[config.mk]
export PLATFORM = sky130hd
export DESIGN_NAME = wb_stage
export DESIGN_NICKNAME = d
export VERILOG_FILES = /design/src/rtl/wb_stage.sv
export SDC_FILE = /design/constraint.sdc
export NUM_CORES = 1
export LEC_CHECK = 0
export BUFFER_PORTS_ARGS = -buffer_cell sky130_fd_sc_hd__buf_2
export CAP_MARGIN = 10
export CELL_PAD_IN_SITES_DETAIL_PLACEMENT = 0
export CELL_PAD_IN_SITES_GLOBAL_PLACEMENT = 1
export CORE_ASPECT_RATIO = 1.4
export CORE_MARGIN = 3
export CORE_UTILIZATION = 41
export CTS_CLUSTER_SIZE = 20
export DETAILED_ROUTE_END_ITERATION = 16
export PLACE_DENSITY = 0.77
export SETUP_SLACK_MARGIN = 0.15
export SYNTH_ARGS = -nofsm -noshare
export SYNTH_HDL_FRONTEND = slang
export SYNTH_SLANG_ARGS = --single-unit
[constraint.sdc]
create_clock -name CLK -period 9.58 [get_ports CLK]
set_input_delay 0.958 -clock CLK [delete_from_list [all_inputs] [get_ports CLK]]
set_output_delay 0.958 -clock CLK [all_outputs]
set_load 0.005 [all_outputs]
[src/rtl/wb_stage.sv]
// Writeback stage: M->W pipeline register, result select, register-file write port,
// architectural HI/LO registers committed from divide results, and a retired-instruction counter.
module wb_stage #(
  parameter int WIDTH      = 32,
  parameter int REG_ADDR_W = 5,
  parameter int CNT_W      = 32
) (
  input  logic                  CLK,
  input  logic                  RST,
  input  logic                  StallW,
  input  logic                  FlushW,
  input  logic                  ValidM,
  input  logic                  RegWriteM,
  input  logic                  MemtoRegM,
  input  logic                  MoveHiM,
  input  logic                  MoveLoM,
  input  logic [WIDTH-1:0]      RD,
  input  logic [WIDTH-1:0]      ALUOutM,
  input  logic [REG_ADDR_W-1:0] WriteRegM,
  input  logic                  HasDivM,
  input  logic [WIDTH-1:0]      DivHiM,
  input  logic [WIDTH-1:0]      DivLoM,
  output logic                  RegWriteW,
  output logic [REG_ADDR_W-1:0] WriteRegW,
  output logic [WIDTH-1:0]      ResultW,
  output logic [WIDTH-1:0]      HiW,
  output logic [WIDTH-1:0]      LoW,
  output logic [CNT_W-1:0]      RetiredW
);

  logic                  r_valid;
  logic                  r_regwrite;
  logic                  r_memtoreg;
  logic                  r_movehi;
  logic                  r_movelo;
  logic                  r_hasdiv;
  logic [WIDTH-1:0]      r_rd;
  logic [WIDTH-1:0]      r_aluout;
  logic [REG_ADDR_W-1:0] r_writereg;
  logic [WIDTH-1:0]      r_divhi;
  logic [WIDTH-1:0]      r_divlo;
  logic [WIDTH-1:0]      r_hi;
  logic [WIDTH-1:0]      r_lo;
  logic [CNT_W-1:0]      r_retired;

  logic                  w_commit;
  logic [WIDTH-1:0]      w_result;

  // A stalled or flushed instruction never commits, even if it is valid.
  assign w_commit = r_valid & ~StallW & ~FlushW;

  always_ff @(posedge CLK or posedge RST) begin
    if (RST) begin
      r_valid    <= 1'b0;
      r_regwrite <= 1'b0;
      r_memtoreg <= 1'b0;
      r_movehi   <= 1'b0;
      r_movelo   <= 1'b0;
      r_hasdiv   <= 1'b0;
      r_rd       <= '0;
      r_aluout   <= '0;
      r_writereg <= '0;
      r_divhi    <= '0;
      r_divlo    <= '0;
    end else if (FlushW) begin
      r_valid    <= 1'b0;
      r_regwrite <= 1'b0;
      r_memtoreg <= 1'b0;
      r_movehi   <= 1'b0;
      r_movelo   <= 1'b0;
      r_hasdiv   <= 1'b0;
      r_rd       <= '0;
      r_aluout   <= '0;
      r_writereg <= '0;
      r_divhi    <= '0;
      r_divlo    <= '0;
    end else if (!StallW) begin
      r_valid    <= ValidM;
      r_regwrite <= RegWriteM;
      r_memtoreg <= MemtoRegM;
      r_movehi   <= MoveHiM;
      r_movelo   <= MoveLoM;
      r_hasdiv   <= HasDivM;
      r_rd       <= RD;
      r_aluout   <= ALUOutM;
      r_writereg <= WriteRegM;
      r_divhi    <= DivHiM;
      r_divlo    <= DivLoM;
    end
  end

  always_ff @(posedge CLK or posedge RST) begin
    if (RST) begin
      r_hi      <= '0;
      r_lo      <= '0;
      r_retired <= '0;
    end else if (w_commit) begin
      r_retired <= r_retired + CNT_W'(1);
      if (r_hasdiv) begin
        r_hi <= r_divhi;
        r_lo <= r_divlo;
      end
    end
  end

  // mfhi/mflo read the committed HI/LO; a divide one slot ahead has already committed.
  always_comb begin
    w_result = r_aluout;
    if (r_movehi) begin
      w_result = r_hi;
    end else if (r_movelo) begin
      w_result = r_lo;
    end else if (r_memtoreg) begin
      w_result = r_rd;
    end
  end

  assign RegWriteW = r_valid & r_regwrite & ~StallW & (r_writereg != '0);
  assign WriteRegW = r_writereg;
  assign ResultW   = w_result;
  assign HiW       = r_hi;
  assign LoW       = r_lo;
  assign RetiredW  = r_retired;

endmodule

### Word-level counts from Yosys, hierarchy flattened

Index checks and enable logic that the tools add are counted.

* flip-flop bits (word level): 235
* bits of input ports: 143
* output and inout port bits: 134
* word-level logic and storage cells: 50

* add/sub/neg operators: 1
* equal/unequal tests: 1
* mux-type cells: 25
* bitwise operators: 7
* reductions and logical operators: 2

Operator list (count)
* 32-bit 2-to-1 mux: 11
* 32-bit by 1-bit adder with 32-bit output (second input constant): 1
* 1-bit 2-to-1 mux: 12
* 5-bit 2-to-1 mux: 2
* 1-bit bitwise AND: 5
* 5-bit nonzero test: 1
* 2-bit by 1-bit inequality test with 1-bit output (second input constant): 1
* 1-bit inverter: 2
* 2-bit AND reduction: 1

### Logic depth before layout (Yosys ltp)

Gate-level depths: netlist of run 1.

* depth after elaboration: 4
* gate-level depth with buffers: 7
* gate-level depth less buffers: 5

### Worst setup path before layout of run 1

OpenSTA, ideal clock, no wires.

* kind: input -> output
* start: input StallW
* end: output RegWriteW
* data arrival time: 2020 ps
* data required time: 8622 ps
* setup slack: 6602 ps
* stages: 5
* buffers on the path: 3
* path through: buf_2 > clkbuf_1 > buf_1 > nand3b_1 > a21oi_1

* longest elaborated chain between the ends: 3

Ends and longest elaborated chain
* from (decl): RTL line 10 `input logic StallW,`
* 1-bit inverter: RTL line 118 `assign RegWriteW = r_valid & r_regwrite & ~StallW & (r_writereg != '0);`
* 1-bit bitwise AND (2 in a row): RTL line 118
* to (decl): RTL line 23 `output logic RegWriteW,`

Every way passes these cells.

### Worst setup path in the final report of run 1

Ends and elaborated chain as after synthesis.

==> flow_metrics.py, run 1 <==
metrics = {
    "setup_path": {
        "r2r_slack_ps": 7220,
        "worstReg2RegStart": "r_valid",
        "path_class": "in2out",
        "r2r_cells": 3,
        "rr_endpoint": "HiW[4]",
        "required_ps": 8620,
        "arrival_ps": 2570,
        "cp-start-kind": "input port",
        "crit_fanout": 53,
        "cp-end-kind": "output pin",
    },
    "yosys": {
        "synth_top_family_by_area": "multiplexers",
        "yosysWarningCount": 0,
        "ys_seq_area_share_pct": 57.09,
        "synth_fa_ha_area_share_pct": 0.1215,
        "synthCells": 891,
        "synth_compound_area_share_pct": 3.158,
        "syn_avg_cell_area_um2": 11.56,
        "yosys.area_share.simple_pct": 10.86,
        "synth_nets": 1035,
        "synth-xor-area-share_pct": 2.636,
        "muxShareOfSynthArea_pct": 23.72,
        "synth_seq_cells": 235,
        "syn_area_mm2": 0.01030,
        "ys_types": 28,
    },
    "layout": {
        "drive_gt1_share_pct": 34.63,
        "mostFrequentLayoutCell": "buf_2",
        "layout.nets": 1287,
        "syn_to_final_growth_pct": 23.73,
        "layout_common_cells": "274 x buf_2, 232 x dfrtp_1, 181 x nor2_1",
    },
    "floorplanning": {
        "chipWidth_um": 140.0,
        "die-area_mm2": 0.02709,
        "start_util_pct": 41.75,
        "dieHeight_um": 193.6,
        "rows": 68,
        "io_pins": 277,
        "core-area_mm2": 0.02467,
    },
    "global_route": {
        "grt_start_max_net_pins": 97,
        "grt.overflow.total": 0,
        "grt_first_pass_wirelength_um": 43040,
        "antenna_found_initial": 8,
        "grt_pass1_vias": 7600,
        "grt_usage_pct": 19.68,
    },
    "clock_tree": {
        "post_cts_buffers": 0,
        "cts_buffers": 25,
        "cts_tree": "yes",
        "cts_root_buffer": "clkbuf_16",
        "cts.sinks": 235,
        "post_cts_resized": 0,
        "clk_latency_ps": 510,
        "postCtsHoldBufs": 0,
        "clkTransAtPathRegs_ps": 60,
        "clock_path_buffers": 3,
        "htreeDepth": 1,
    },
    "route": {
        "antenna_left": 0,
        "post_drt_wl_per_cell_um": 18.35,
        "drc": 0,
        "first_pass_iters": 4,
        "vias_per_cell": 5.041,
        "drt-initial-drc-count": 299,
        "wl_um": 27150,
        "vias": 7455,
    },
    "timing": {
        "fin_ws_ps": 6048,
        "fin_crit_ps": 3532,
        "fmax_mhz": 283.1,
        "slew_violations": 0,
        "finalSetupTns_ps": 0,
        "timing.slew.headroom_pct": 24.09,
        "worst-slew-pin-transition_ps": 1139,
        "skew_ps": 10.85,
        "fin_crit_sh_pct": 36.87,
        "finalSetupViolCount": 0,
        "rsz0062_at_grt": "false",
        "hold_viol": 0,
    },
    "pwr": {
        "p_per_area_mw_per_mm2": 179.4,
        "p_leak_nw": 6.805,
        "max-vdd-ir-drop_mv": 0.1562,
    },
    "placement": {
        "dp_hpwl_um": 18690,
        "gp_congestion": 0.7654,
        "io_buffers": 276,
        "pre_cts_ws_ps": 6031,
    },
    "min_path": {
        "hold_path.class": "reg2reg",
        "whs_path_depth": 1,
        "min_from": "RetiredW[31]",
        "hold_end": "RetiredW[31]",
    },
    "run_status": {
        "outcome": "completed",
    },
    "job": {
        "drv_cap": 0,
    },
}
## how the worst max path moves through the flow
stage	end	startpoint
2_1_floorplan	HiW[0]	RST
3_3_place_gp	RegWriteW	StallW
3_5_place_dp	r_divlo[12]	StallW
4_1_cts	ResultW[10]	r_memtoreg
5_1_grt	ResultW[7]	r_memtoreg
6_report	RegWriteW	StallW
## state kept, by name, summed over array words and instances (netlist names)
register / count
r_movehi: 1
r_memtoreg: 1
r_regwrite: 1
r_movelo: 1
RetiredW: 32
r_hasdiv: 1
r_divlo: 32
r_aluout: 32
LoW: 32
r_valid: 1
r_divhi: 32
WriteRegW: 5
r_rd: 32
HiW: 32
## logic make-up after synthesis
logic type               Yosys count
AND/OR/NAND/NOR                  262
AO/OA/AOI/OAI                     65
XOR/XNOR                          31
multiplexers                     236
buffers and inverters             61
adder cells (fa/ha/maj)            1
flip-flops                       235
## per-layer routing
layer	global-route usage (%)	vias up	wire [um]
met5	0	-	69
met4	4.201	12	461
met3	5.292	39	1850
met2	35.00	205	13970
met1	23.93	3669	10790
li1	-	3530	-
## area by class of cell
| class | count | area (um^2) |
|---|---|---|
| timing repair buffer | 283 | 1445 |
| tap | 315 | 394.1 |
| antenna | 3 | 7.507 |
| clock buffer | 34 | 729.5 |
| inverter | 3 | 18.77 |
| multi-input combinational | 595 | 4174 |
| sequential | 235 | 5884 |
| fill | 2271 | 11930 |
| clock inverter | 11 | 92.59 |
## worst max-delay path: stages
cell	delay, ps
clkbuf_8	370
buf_4	800
nand3b_1	220
a21oi_1	50
buf_2	130
## per-stage QoR
stage / hold WS, ps / util [%] / instance area [um^2] / instances / total power [mW]
after CTS: 486.7 / 51.63 / 12740 / 1476 / 2.320
final: 483.0 / 51.66 / 12750 / 1479 / 2.287
after global placement: 457.5 / 48.30 / 11920 / 1431 / 1.349
after global routing: 492.1 / 51.65 / 12740 / 1478 / 2.392
after floorplan: 468.2 / - / 10300 / 891 / 1.243
after detailed placement: 474.5 / 48.30 / 11920 / 1431 / 1.355
## synthesized netlist by cell type
cell,number,area [um^2]
nand2_1,48,180.2
nor3b_4,1,18.77
nand3b_1,1,7.510
nand4_4,1,21.27
buf_1,16,60.06
clkbuf_1,31,116.4
nor3_2,2,20.02
mux2i_1,171,1712
and2_1,2,12.51
buf_2,10,50.05
o21ai_0,32,160.2
mux2_2,65,732.0
dfrtp_1,235,5881
nor2_1,181,679.4
xnor2_1,21,183.9
a21oi_1,33,165.2
nand4_1,4,25.02
buf_6,1,11.26
xor2_1,10,87.58
or4_1,1,7.510
nor4_4,1,21.27
nor3_1,4,20.02
nor4_1,1,6.260
ha_1,1,12.51
inv_1,3,11.26
nand3_1,9,45.04
nand3_2,1,10.01
and4_1,5,43.79
## report_power, final
| part | internal [mW] | total (mW) | switching, mW | leakage [nW] |
|---|---|---|---|---|
| Sequential | 1.05 | 1.10 | 0.0490 | 3.15 |
| Clock | 0.561 | 0.956 | 0.395 | 0.408 |
| Combinational | 0.112 | 0.234 | 0.122 | 3.24 |
No activity file was read; power rests on OpenSTA's default activity.
==> run 2: changes to the inputs <==
Settings changed: ABC_AREA from default to 1, CORE_UTILIZATION 41 to 39.
Clock period 9.58 ns to 3.4 ns, I/O delays scaled along.
==> run 2 against run 1 <==
Against the previous run:
- non-clock buffer count rose by 7
- clock power grew to 3.0 times the previous value
- cell count grew 26%
- core utilization fell by 2.3 points
- power increased to 2.9 times the previous value
- via count is 25% higher
- hold slack got worse by 430 ps
- critical path depth is the same
- flip-flop and latch count unchanged
- combinational power rose to 3.1 times the previous value
- design area is 2.7% higher
==> flow_metrics.py, run 2 <==
metrics = {
    "clock_tree": {
        "clock_path_buffers": 3,
        "clk_latency_ps": 520,
        "htreeDepth": 1,
        "postCtsHoldBufs": 1,
        "clkTransAtPathRegs_ps": 60,
        "cts_tree": "yes",
        "post_cts_resized": 0,
        "cts_root_buffer": "clkbuf_16",
        "cts.sinks": 235,
        "post_cts_buffers": 0,
        "cts_buffers": 24,
    },
    "pwr": {
        "pwr-share-clk_pct": 43.2,
        "p_leak_nw": 6.516,
        "p_sw_mw": 1.667,
        "p_per_area_mw_per_mm2": 511.2,
        "p_sw_share_pct": 24.90,
        "pwr-share-seq_pct": 45.8,
        "combPwrFrac_pct": 11.0,
        "max-vdd-ir-drop_mv": 0.3615,
        "p_int_mw": 5.026,
    },
    "layout": {
        "mostFrequentLayoutCell": "buf_2",
        "layout.nets": 1623,
        "post-route-util_pct": 49.34,
        "layout_common_cells": "276 x buf_2, 235 x nand2_1, 234 x dfrtp_1",
        "drive_gt1_share_pct": 22.94,
        "syn_to_final_growth_pct": 22.99,
    },
    "timing": {
        "fin_ws_ps": 767.8,
        "fmax_mhz": 379.9,
        "fin_crit_sh_pct": 77.42,
        "worst_hold_slack_ps": 49.17,
        "fin_crit_ps": 2632,
        "timing.slew.headroom_pct": 30.50,
        "hold_viol": 0,
        "skew_ps": 7.750,
        "finalSetupViolCount": 0,
        "worst-slew-pin-transition_ps": 1043,
        "rsz0062_at_grt": "false",
        "slew_violations": 0,
    },
    "placement": {
        "dp_hpwl_um": 22650,
        "gp_congestion": 0.8696,
        "pre_cts_ws_ps": 1254,
        "io_buffers": 276,
    },
    "floorplanning": {
        "die-area_mm2": 0.02935,
        "start_util_pct": 40.12,
        "core-area_mm2": 0.02654,
        "dieHeight_um": 201.5,
        "rows": 70,
        "chipWidth_um": 145.6,
        "io_pins": 277,
    },
    "route": {
        "first_pass_iters": 7,
        "vias_per_cell": 4.998,
        "drt-initial-drc-count": 588,
        "post_drt_wl_per_cell_um": 17.65,
        "wl_um": 32830,
        "vias": 9296,
        "drc": 0,
        "antenna_left": 0,
    },
    "yosys": {
        "netlist.top_cell.by_area": "dfrtp_1",
        "synth_area_leaders": "dfrtp_1 55%, nand2_1 8.4%, nand3_1 8.3%",
        "synthFlopType": "dfrtp_1",
        "synth_nets": 1391,
        "synthCells": 1247,
        "ys_types": 27,
        "yosys-top-cells-count": "237 x nand2_1, 235 x dfrtp_1, 177 x nand3_1",
        "syn_area_mm2": 0.01065,
        "ys_seq_area_share_pct": 55.24,
        "syn_avg_cell_area_um2": 8.538,
        "synthArstFlopShare_pct": 100.0,
        "yosys.cell_count.top_type": "nand2_1",
        "yosysTopAreaCellShare_pct": 55.24,
        "synth_seq_cells": 235,
        "synth-edff-count": 0,
        "yosysWarningCount": 0,
    },
    "global_route": {
        "antenna_found_initial": 5,
        "grt_usage_pct": 21.71,
        "grt_pass1_vias": 9106,
        "grt_start_max_net_pins": 113,
        "grt_first_pass_wirelength_um": 51310,
        "grt.overflow.total": 0,
    },
    "setup_path": {
        "critical-path-top-delay-family": "buffers and inverters",
        "crit_fanout": 19,
        "cp-start-kind": "flip-flop",
        "cp_slowest_cell": "inv_1",
        "crit_buf_inv": 3,
        "required_ps": 3060,
        "worstReg2RegStart": "r_valid",
        "rr_endpoint": "HiW[5]",
        "max_stage_delay_ps": 450,
        "crit_cells": 5,
        "r2r_cells": 6,
        "r2r_slack_ps": 1340,
        "arrival_ps": 2290,
        "cp-end-kind": "output pin",
        "path_cells": "inv_1 > buf_4 > o211ai_1 > a21oi_1 > buf_2",
        "path_class": "reg2out",
    },
    "min_path": {
        "min_from": "ALUOutM[18]",
        "whs_path_depth": 3,
        "hold_end": "r_aluout[18]",
        "hold_path.class": "in2reg",
    },
    "job": {
        "drv_cap": 0,
    },
    "run_status": {
        "outcome": "completed",
    },
}
==> run 2: changes by cell type in the layout (fill, tap and decap cells not counted), sizes merged, moves of 5 or more <==
cell,delta
nand2,+189
mux2i,-171
nand3,+171
o21ai,+134
inv,+122
nor2,-102
mux2,-65
a21oi,+36
o211ai,+32
xnor2,-17
nand3b,+12
buf,+7
and4,-5
clkinv,-5
==> run 2: worst max-delay path by stage <==
stage,from,endpoint,slack (ps)
final,r_movelo,ResultW[1],770
after floorplan,RST,HiW[0],-20
after global placement,StallW,RetiredW[25],1280
after CTS,r_movelo,ResultW[1],720
after detailed placement,StallW,RetiredW[25],1250
after global routing,r_memtoreg,ResultW[30],540
==> run 2: cell families after synthesis <==
logic type | after synthesis | synth area share (%)
buffers and inverters | 212 | 8.485
XOR/XNOR | 14 | 1.152
AND/OR/NAND/NOR | 517 | 21.64
adder cells (fa/ha/maj) | 1 | 0.1175
AO/OA/AOI/OAI | 268 | 13.37
flip-flops | 235 | 55.24
==> run 2: per-stage QoR <==
stage                     power (mW)  cells  area [um^2]  setup TNS (ps)
after global routing           6.970   1857        13090               0
after CTS                      6.767   1855        13080               0
final                          6.693   1860        13090               0
after floorplan                3.491   1247        10650           -4204
after global placement         3.851   1812        12210               0
after detailed placement       3.861   1812        12210               0
==> run 2: layout make-up <==
type,count,area (um^2)
multi-input combinational,800,3877
inverter,128,491.7
timing repair buffer,290,1514
clock inverter,5,125.1
sequential,235,5882
clock buffer,37,740.7
antenna,5,12.51
fill,2623,13440
tap,360,450.4
==> run 2: tightest hold or removal path, delay by kind of cell <==
family / cells / cell delay [ps]
and+or+nand+nor: 2 / 110
buffers and inverters: 1 / 80
==> run 2: metal layers <==
metal | vias to the layer above | part of all wire [%] | global-route usage (%)
met5 | - | 0.12 | 0
met1 | 4368 | 44 | 29.41
met2 | 288 | 48 | 35.47
met3 | 63 | 5.7 | 3.830
met4 | 6 | 3.0 | 7.264
li1 | 4571 | - | -
==> run 2: power groups by stage <==
stage,Clock [mW],Sequential (mW),Combinational [mW]
2_1_floorplan,0,3.09,0.405
3_3_place_gp,0,3.11,0.736
3_5_place_dp,0,3.12,0.745
4_1_cts,2.95,3.07,0.750
5_1_grt,3.05,3.08,0.832
6_report,2.89,3.07,0.737
==> run 3: changes to the inputs <==
Settings changed: CORE_UTILIZATION 39 to 35, PLACE_DENSITY 0.77 to 0.73.
Clock period 3.4 ns to 2.4 ns, I/O delays scaled along.
==> run 3 against run 2 <==
Against the previous run:
- clock power is 51% higher
- sequential power increased by 41%
- core utilization up 0.52 points
- die area increased by 11%
- via count grew 8.6%
- routed wire length rose by 9.0%
- sequential share of layout area decreased by 5.0 points
- critical path depth down 1
- largest power group is now clock
- non-clock buffer count up 148
- design area is 12% higher
- critical endpoint is now ResultW[24]
- cell count up 9.2%
==> flow_metrics.py, run 3 (synthesis results as in run 2) <==
metrics = {
    "layout": {
        "multi_input_area_mm2": 0.003877,
        "fin_cells": 2031,
        "drive_gt1_share_pct": 21.84,
        "layout.nets": 1773,
        "post-route-util_pct": 49.86,
        "syn_to_final_growth_pct": 38.32,
        "seq_area_mm2": 0.005884,
        "layout_common_cells": "276 x buf_2, 235 x nand2_1, 234 x dfrtp_1",
        "mostFrequentLayoutCell": "buf_2",
        "fill_cells": 2865,
        "fin_area_mm2": 0.01473,
    },
    "global_route": {
        "antenna_found_initial": 3,
        "grt_start_max_net_pins": 141,
        "grt_first_pass_wirelength_um": 56840,
        "grt.overflow.total": 0,
        "grt_usage_pct": 21.46,
        "grt_pass1_vias": 10300,
    },
    "clock_tree": {
        "clk_latency_ps": 520,
        "cts_root_buffer": "clkbuf_16",
        "clock_path_buffers": 3,
        "cts_buffers": 26,
        "cts.sinks": 235,
        "cts_tree": "yes",
        "htreeDepth": 1,
        "clkTransAtPathRegs_ps": 60,
    },
    "setup_path": {
        "required_ps": 2160,
        "rr_endpoint": "RetiredW[14]",
        "path_class": "reg2out",
        "cp-end-kind": "output pin",
        "r2r_cells": 7,
        "r2r_slack_ps": 670,
        "startpoint": "r_memtoreg",
        "worstReg2RegStart": "RetiredW[1]",
        "crit_fanout": 36,
        "arrival_ps": 1930,
        "cp-start-kind": "flip-flop",
    },
    "floorplanning": {
        "die-area_mm2": 0.03258,
        "rows": 74,
        "core-area_mm2": 0.02954,
        "chipWidth_um": 153.4,
        "dieHeight_um": 212.4,
        "io_pins": 277,
        "start_util_pct": 36.05,
    },
    "placement": {
        "gp_congestion": 0.8661,
        "io_buffers": 276,
        "dp_hpwl_um": 23510,
        "placed_area_mm2": 0.01235,
        "pre_cts_ws_ps": 579.9,
        "placed_cells": 1839,
    },
    "timing": {
        "fin_crit_sh_pct": 90.38,
        "rsz0062_at_grt": "false",
        "slew_violations": 0,
        "finalSetupViolCount": 0,
        "skew_ps": 10.03,
        "fin_crit_ps": 2169,
        "fmax_mhz": 461.0,
        "hold_viol": 0,
        "fin_ws_ps": 230.9,
        "worst-slew-pin-transition_ps": 692.5,
        "timing.slew.headroom_pct": 53.83,
        "worst_hold_slack_ps": 67.44,
    },
    "route": {
        "vias_per_cell": 4.969,
        "wl_um": 35790,
        "antenna_left": 0,
        "post_drt_wl_per_cell_um": 17.62,
        "drc": 0,
        "vias": 10090,
        "first_pass_iters": 5,
        "drt-initial-drc-count": 667,
    },
    "job": {
        "drv_cap": 0,
    },
    "min_path": {
        "whs_path_depth": 2,
        "min_from": "FlushW",
        "hold_path.class": "in2reg",
        "hold_end": "r_rd[29]",
    },
    "run_status": {
        "outcome": "completed",
    },
    "pwr": {
        "max-vdd-ir-drop_mv": 0.4958,
        "p_per_area_mw_per_mm2": 678.2,
        "p_leak_nw": 7.206,
    },
}
[run 3: cell types whose count changed in the layout (fill, tap and decap cells not counted), moves of 2 or more]
| cell | change |
|---|---|
| clkbuf_16 | +2 |
| diode_2 | -2 |
| dlygate4sd3_1 | +139 |
| inv_1 | -2 |
| buf_12 | +5 |
| buf_4 | +2 |
| clkinvlp_4 | +2 |
| buf_6 | +2 |
| clkbuf_8 | -2 |
| clkinv_2 | +5 |
[run 3: what timing repair did]
item,CTS,global route
setup endpoints to repair,20,9
endpoints found under the hold margin,155,0
gates resized for setup,2,2
hold buffers,140,0
buffers inserted,0,2
gates cloned,0,0
[run 3: final cells by class]
| type | count | area share (%) |
|---|---|---|
| timing repair buffer | 438 | 20.66 |
| inverter | 128 | 3.390 |
| tap | 380 | 3.229 |
| sequential | 235 | 39.96 |
| antenna | 3 | 0.05098 |
| multi-input combinational | 800 | 26.33 |
| clock buffer | 36 | 5.157 |
| clock inverter | 11 | 1.223 |
[run 3: critical path, stage by stage, from the launching register on]
cell      delay [ps]
dfrtp_4          580
buf_12           210
o211ai_1         340
a21oi_1          120
buf_2            140
[run 3: how the worst max path moves through the flow]
stage	endpoint	slack (ps)	cells past startpoint
after floorplan	HiW[0]	-920	1
after global placement	ResultW[22]	580	5
after detailed placement	ResultW[22]	580	5
after CTS	ResultW[1]	150	4
after global routing	ResultW[1]	150	4
final	ResultW[24]	230	4
[run 3: stage by stage]
stage / total power [mW] / setup TNS, ps
final: 9.987 / 0
after global routing: 10.45 / 0
after CTS: 10.11 / 0
after detailed placement: 5.510 / 0
after global placement: 5.496 / 0
after floorplan: 4.945 / -215700
[run 3: power by group]
part	internal, mW	switching, mW
clock network	2.74	1.63
logic	0.570	0.724
registers	4.18	0.146
total	7.49	2.50
[run 3: metal layers]
| layer | wire, um | vias up | share of wire, % | track usage [%] |
|---|---|---|---|---|
| met1 | 15330 | 4837 | 43 | 28.75 |
| met4 | 993 | 0 | 2.8 | 6.520 |
| li1 | - | 4863 | - | - |
| met3 | 2029 | 60 | 5.7 | 3.299 |
| met2 | 17440 | 333 | 49 | 36.23 |
| met5 | 0 | - | 0 | 0 |
